--- config.mk ---
export PLATFORM = sky130hd
export DESIGN_NAME = sync_fifo_wr_arbiter
export DESIGN_NICKNAME = d
export VERILOG_FILES = /design/src/rtl/sync_fifo_wr_arbiter.sv
export SDC_FILE = /design/constraint.sdc
export NUM_CORES = 1
export LEC_CHECK = 0
export CAP_MARGIN = 5
export CORE_MARGIN = 8
export CORE_UTILIZATION = 35
export DETAILED_ROUTE_END_ITERATION = 12
export PLACE_DENSITY = 0.86
export SYNTH_ARGS = -nofsm -noshare
export SYNTH_HDL_FRONTEND = slang
export SYNTH_SLANG_ARGS = --single-unit
--- constraint.sdc ---
create_clock -name i_clk -period 4.23 [get_ports i_clk]
set_input_delay 0.846 -clock i_clk [delete_from_list [all_inputs] [get_ports i_clk]]
set_output_delay 0.846 -clock i_clk [all_outputs]
set_load 0.03 [all_outputs]
--- src/rtl/sync_fifo_wr_arbiter.sv ---
// rtl/sync_fifo_wr_arbiter.sv - round-robin burst-locked write-port arbiter in front of sync_fifo
//
// Purpose:
//   Shares one sync_fifo write interface among NUM_REQ valid/ready sources.
//   A grantee keeps the port until it marks a last beat or has moved
//   MAX_BURST beats, so bursts from different sources never interleave.
//
// Ports:
//   i_clk, i_rst     clock, synchronous active-high reset
//   i_valid/i_data/i_last/o_ready   per-requester beat handshake
//                                   (requester k data at [k*DATA_WIDTH +: DATA_WIDTH])
//   o_valid_s/o_datain              write request/data to the FIFO
//   i_ready_s/i_almostfull          FIFO not-full and almost-full status
//   o_grant_id                      current or most recent grantee
//   o_busy                          a grant is active
//
// Optional feature:
//   SYNC_FIFO_ARB_AFULL_GATE_EN - when defined, no new grant is issued while
//   i_almostfull is high; an active grant is never cut short.
module sync_fifo_wr_arbiter #(
  parameter int NUM_REQ    = 4,
  parameter int DATA_WIDTH = 8,
  parameter int MAX_BURST  = 4,
  parameter int ID_WIDTH   = $clog2(NUM_REQ)
) (
  input  logic                          i_clk,
  input  logic                          i_rst,
  input  logic [NUM_REQ-1:0]            i_valid,
  input  logic [NUM_REQ*DATA_WIDTH-1:0] i_data,
  input  logic [NUM_REQ-1:0]            i_last,
  output logic [NUM_REQ-1:0]            o_ready,
  output logic                          o_valid_s,
  output logic [DATA_WIDTH-1:0]         o_datain,
  input  logic                          i_ready_s,
  input  logic                          i_almostfull,
  output logic [ID_WIDTH-1:0]           o_grant_id,
  output logic                          o_busy
);

  localparam int CNT_W = $clog2(MAX_BURST + 1);

  typedef enum logic {
    ST_IDLE = 1'b0,
    ST_LOCK = 1'b1
  } state_e;

  state_e              state_q, state_d;
  logic [ID_WIDTH-1:0] ptr_q, ptr_d;
  logic [ID_WIDTH-1:0] grant_q, grant_d;
  logic [CNT_W-1:0]    cnt_q, cnt_d;
  logic [CNT_W-1:0]    cnt_inc;

  logic [ID_WIDTH-1:0] win_id;
  logic [ID_WIDTH-1:0] cand;
  logic                win_found;
  logic                gate_open;
  logic                lock;
  logic                xfer;

`ifdef SYNC_FIFO_ARB_AFULL_GATE_EN
  assign gate_open = ~i_almostfull;
`else
  // Port kept for a uniform footprint; it has no effect in this build.
  logic unused_almostfull;
  assign unused_almostfull = i_almostfull;
  assign gate_open = 1'b1;
`endif

  assign lock    = (state_q == ST_LOCK);
  assign cnt_inc = cnt_q + 1'b1;

  // Reset forces the master side quiet so nothing lands in the FIFO
  // during the cycle that aborts a burst.
  assign o_valid_s = lock & i_valid[grant_q] & ~i_rst;
  assign xfer      = o_valid_s & i_ready_s;

  always_comb begin
    o_ready = '0;
    for (int k = 0; k < NUM_REQ; k++) begin
      o_ready[k] = lock & (grant_q == ID_WIDTH'(k)) & i_ready_s & ~i_rst;
    end
  end

  always_comb begin
    o_datain = '0;
    for (int k = 0; k < NUM_REQ; k++) begin
      if (grant_q == ID_WIDTH'(k)) begin
        o_datain = i_data[k*DATA_WIDTH +: DATA_WIDTH];
      end
    end
  end

  // Round-robin search: first valid requester at ptr+1, ptr+2, ... with wrap;
  // ptr itself is visited last.
  always_comb begin
    win_found = 1'b0;
    win_id    = '0;
    cand      = '0;
    for (int i = 1; i <= NUM_REQ; i++) begin
      cand = ID_WIDTH'((int'(ptr_q) + i) % NUM_REQ);
      if (!win_found && i_valid[cand]) begin
        win_found = 1'b1;
        win_id    = cand;
      end
    end
  end

  always_comb begin
    state_d = state_q;
    ptr_d   = ptr_q;
    grant_d = grant_q;
    cnt_d   = cnt_q;
    unique case (state_q)
      ST_IDLE: begin
        if (win_found && gate_open) begin
          state_d = ST_LOCK;
          grant_d = win_id;
          ptr_d   = win_id;
          cnt_d   = '0;
        end
      end
      ST_LOCK: begin
        // A stalled or silent grantee simply holds the port; only a
        // transferring beat can end the burst.
        if (xfer) begin
          cnt_d = cnt_inc;
          if (i_last[grant_q] || (cnt_inc == CNT_W'(MAX_BURST))) begin
            state_d = ST_IDLE;
          end
        end
      end
      default: state_d = ST_IDLE;
    endcase
  end

  always_ff @(posedge i_clk) begin
    if (i_rst) begin
      state_q <= ST_IDLE;
      ptr_q   <= ID_WIDTH'(NUM_REQ - 1);
      grant_q <= '0;
      cnt_q   <= '0;
    end else begin
      state_q <= state_d;
      ptr_q   <= ptr_d;
      grant_q <= grant_d;
      cnt_q   <= cnt_d;
    end
  end

  assign o_grant_id = grant_q;
  assign o_busy     = lock;

endmodule

==> reports/results.tsv <==
stage	metric	value	unit
status	status	finished, final reports clean	
setup_path	crit_type	primary input to output pin	
synth	synthCells	81	
clocking	htreeDepth	1	
final_layout	syn2layout_area_growth	80.6	%
route	dr_total_vias	885	
global_routing	antenna_found_initial	0	
die	dieHeight	62.7	µm
synth	postSynthAreaPerCell	9.41	µm²
synth	yosysUniqueCellTypes	31	
final_layout	diodes	0	
final_layout	fillers	180	
timing	period_share	84.0	%
pwr	p_leak	0.493	nW
synth	yosys.area.top_type	mux4_2	
synth	async_flop_share	0	%
setup_path	cp_slowest_cell	clkdlybuf4s50_1	
timing	hold_viol	0	
flow_run	max_cap_viol_count	0	
route	drc_errors	0	
timing	finalClockSkew	0.00159	ns
final_layout	drive_gt1_share	11.6	%
timing	final-max-slew-violation-count	0	
clocking	postCtsSetupBuffers	0	
timing	tightest_slew	0.744	ns
pwr	switching_share	33.4	%
setup_path	worstSetupEndpointType	output pin	
setup_path	crit_top_cell	clkdlybuf4s50_1	
pwr	p_seq_share	31.5	%
timing	rsz0062_at_grt	false	
clocking	post_cts_resized	0	
timing	slew_headroom	49.1	%
synth	synth-seq-area-share	21.0	%
die	rows	17	
setup_path	crit_arrival	2.71	ns
route	ant_nets	0	
setup_path	worstSetupStartpointType	primary input	
die	start_util	35.8	%
global_routing	grt-ovfl-total	0	
die	ios	60	
placed_design	portBuffers	58	
route	wire_per_inst	17.7	µm
synth	netlist_area	762	µm²
pwr	max-vdd-ir-drop	194	µV
setup_path	crit_chain	clkdlybuf4s50_1 > nor2b_1 > nand2_1 > nor3_1 > clkdlybuf4s50_1	
placed_design	gp_congestion	0.804	
clocking	insertion_delay	0.25	ns
pwr	p_int	0.201	mW
route	routed_wl	2940	µm
placed_design	dp_hpwl	2510	µm
synth	synth-edff-count	0	
clocking	ctsHoldBuffers	0	
final_layout	final_nets	186	
timing	fmax	0.281	GHz
pwr	p_switching	0.101	mW
route	first_pass_iters	4	
clocking	clk_pin_slew	0.05	ns
synth	synth_top_area_share	29.6	%
die	die_area	3930	µm²
global_routing	track_usage	14.5	%
clocking	clock_path_buffers	2	
clocking	root_buffer	clkbuf_4	
global_routing	grt_max_degree	16	
clocking	numClockSinks	8	
die	die_width	62.7	µm
pwr	total_power	0.302	mW
setup_path	worstPathRequired	3.38	ns
timing	setup_viol	0	
pwr	clkPwrFrac	18.7	%
synth	synth_warnings	0	
timing	tns	0	ns
clocking	cts_buffers	3	
synth	ys_top_cells_by_area	mux4_2 (30%), dfxtp_1 (21%), a21oi_1 (4.6%)	
clocking	cts_tree	done	
setup_path	cp_slowest_stage_delay	0.71	ns
die	core	2130	µm²
pwr	cellPowerDensity	220	nW/µm²
synth	synth_ff_type	dfxtp_1	
min_path	hp-class	register to register	
synth	synth_seq_cells	8	
route	dr.first_iter.drc_count	23	
global_routing	grt_first_pass_wirelength	4620	µm
pwr	combPwrFrac	49.8	%
route	viasPerCell	5.33	
setup_path	crit_fanout	9	
global_routing	grt_pass1_vias	903	
synth	syn_nets	127	
timing	fin_crit	3.55	ns
## per-layer routing
layer	GRT usage [%]	routed length (µm)	vias to the layer above
li1	-	-	426
met1	16.3	1250	404
met2	24.5	1360	53
met3	6.99	311	2
met4	2.56	17	0
met5	0	0	-
## cell usage in the layout (no fill, tap or decap), drive strengths merged, types with 2 or more instances in the layout
master         instances
o311ai                 2
nor2b                  3
nor2                   8
clkbuf                 3
a21oi                  7
mux4                  10
nand2                  4
inv                    4
clkdlybuf4s50         58
nor3b                  2
nand2b                 3
dfxtp                  8
nand3                  5
nor3                   5
ha                     2
## state kept, by name, indices dropped and copies added (netlist names)
name	flops
cnt_q	3
ptr_q	2
o_grant_id	2
o_busy	1
## worst max-delay path: cells and delay by family
kind	cells	cell delay, ns
buffers and inverters	2	1.26
and+or+nand+nor	3	0.60
## cell usage after synthesis, drive strengths merged, types with 2 or more instances
cell	n
a21oi	7
buf	2
clkbuf	2
dfxtp	8
ha	2
inv	4
mux4	10
nand2	4
nand2b	3
nand3	5
nor2	8
nor2b	3
nor3	5
nor3b	2
o311ai	2
## final timing paths
kind	end	startpoint	depth (start not counted)	slack (ns)
min reg2reg	cnt_q[1]	cnt_q[1]	2	0.50
max	o_ready[2]	i_rst	5	0.68
max reg2reg	cnt_q[2]	o_grant_id[1]	4	2.38
min	cnt_q[1]	cnt_q[1]	2	0.50
## cell families (layout without fill, tap and decap cells)
logic type,count (synthesis),in the layout,synth area share (%)
adders and majority gates,2,2,3.28
xor gates and xnor gates,1,1,1.15
muxes,10,10,29.6
buffers and inverters,8,65,5.09
AOI/OAI and AO/OA,14,14,11.7
DFF,8,8,21.0
and+or+nand+nor,38,38,28.2
## stage by stage
stage | instance area [µm²] | instances | hold slack (ns) | worst slack, ns | utilization [%]
finish | 1380 | 166 | 0.501 | 0.675 | 64.7
global route | 1380 | 166 | 0.546 | 0.511 | 64.7
CTS | 1380 | 166 | 0.496 | 0.654 | 64.7
detailed placement | 1350 | 163 | 0.489 | 0.655 | 63.6
global placement | 1350 | 163 | 0.477 | 0.683 | 63.6
floorplan | 762 | 81 | 0.468 | 1.36 | -
## cell type report
cell class / count / area (µm²) / share of cell area [%]
multi-input cells: 65 / 563 / 40.9
clock buffers: 3 / 22.5 / 1.64
inverters: 4 / 15.0 / 1.09
well taps: 28 / 35.0 / 2.55
repair buffers: 58 / 581 / 42.2
flip-flops and latches: 8 / 160 / 11.6
## power by group through the flow
stage          combinational [mW]  clock (mW)  sequential, mW
6_report                    0.151      0.0566          0.0951
5_1_grt                     0.158      0.0615          0.0972
4_1_cts                     0.152      0.0583          0.0956
3_5_place_dp                0.151           0          0.0971
3_3_place_gp                0.148           0          0.0962
2_1_floorplan              0.0797           0          0.0920
Power figures use the tool's default switching activity.
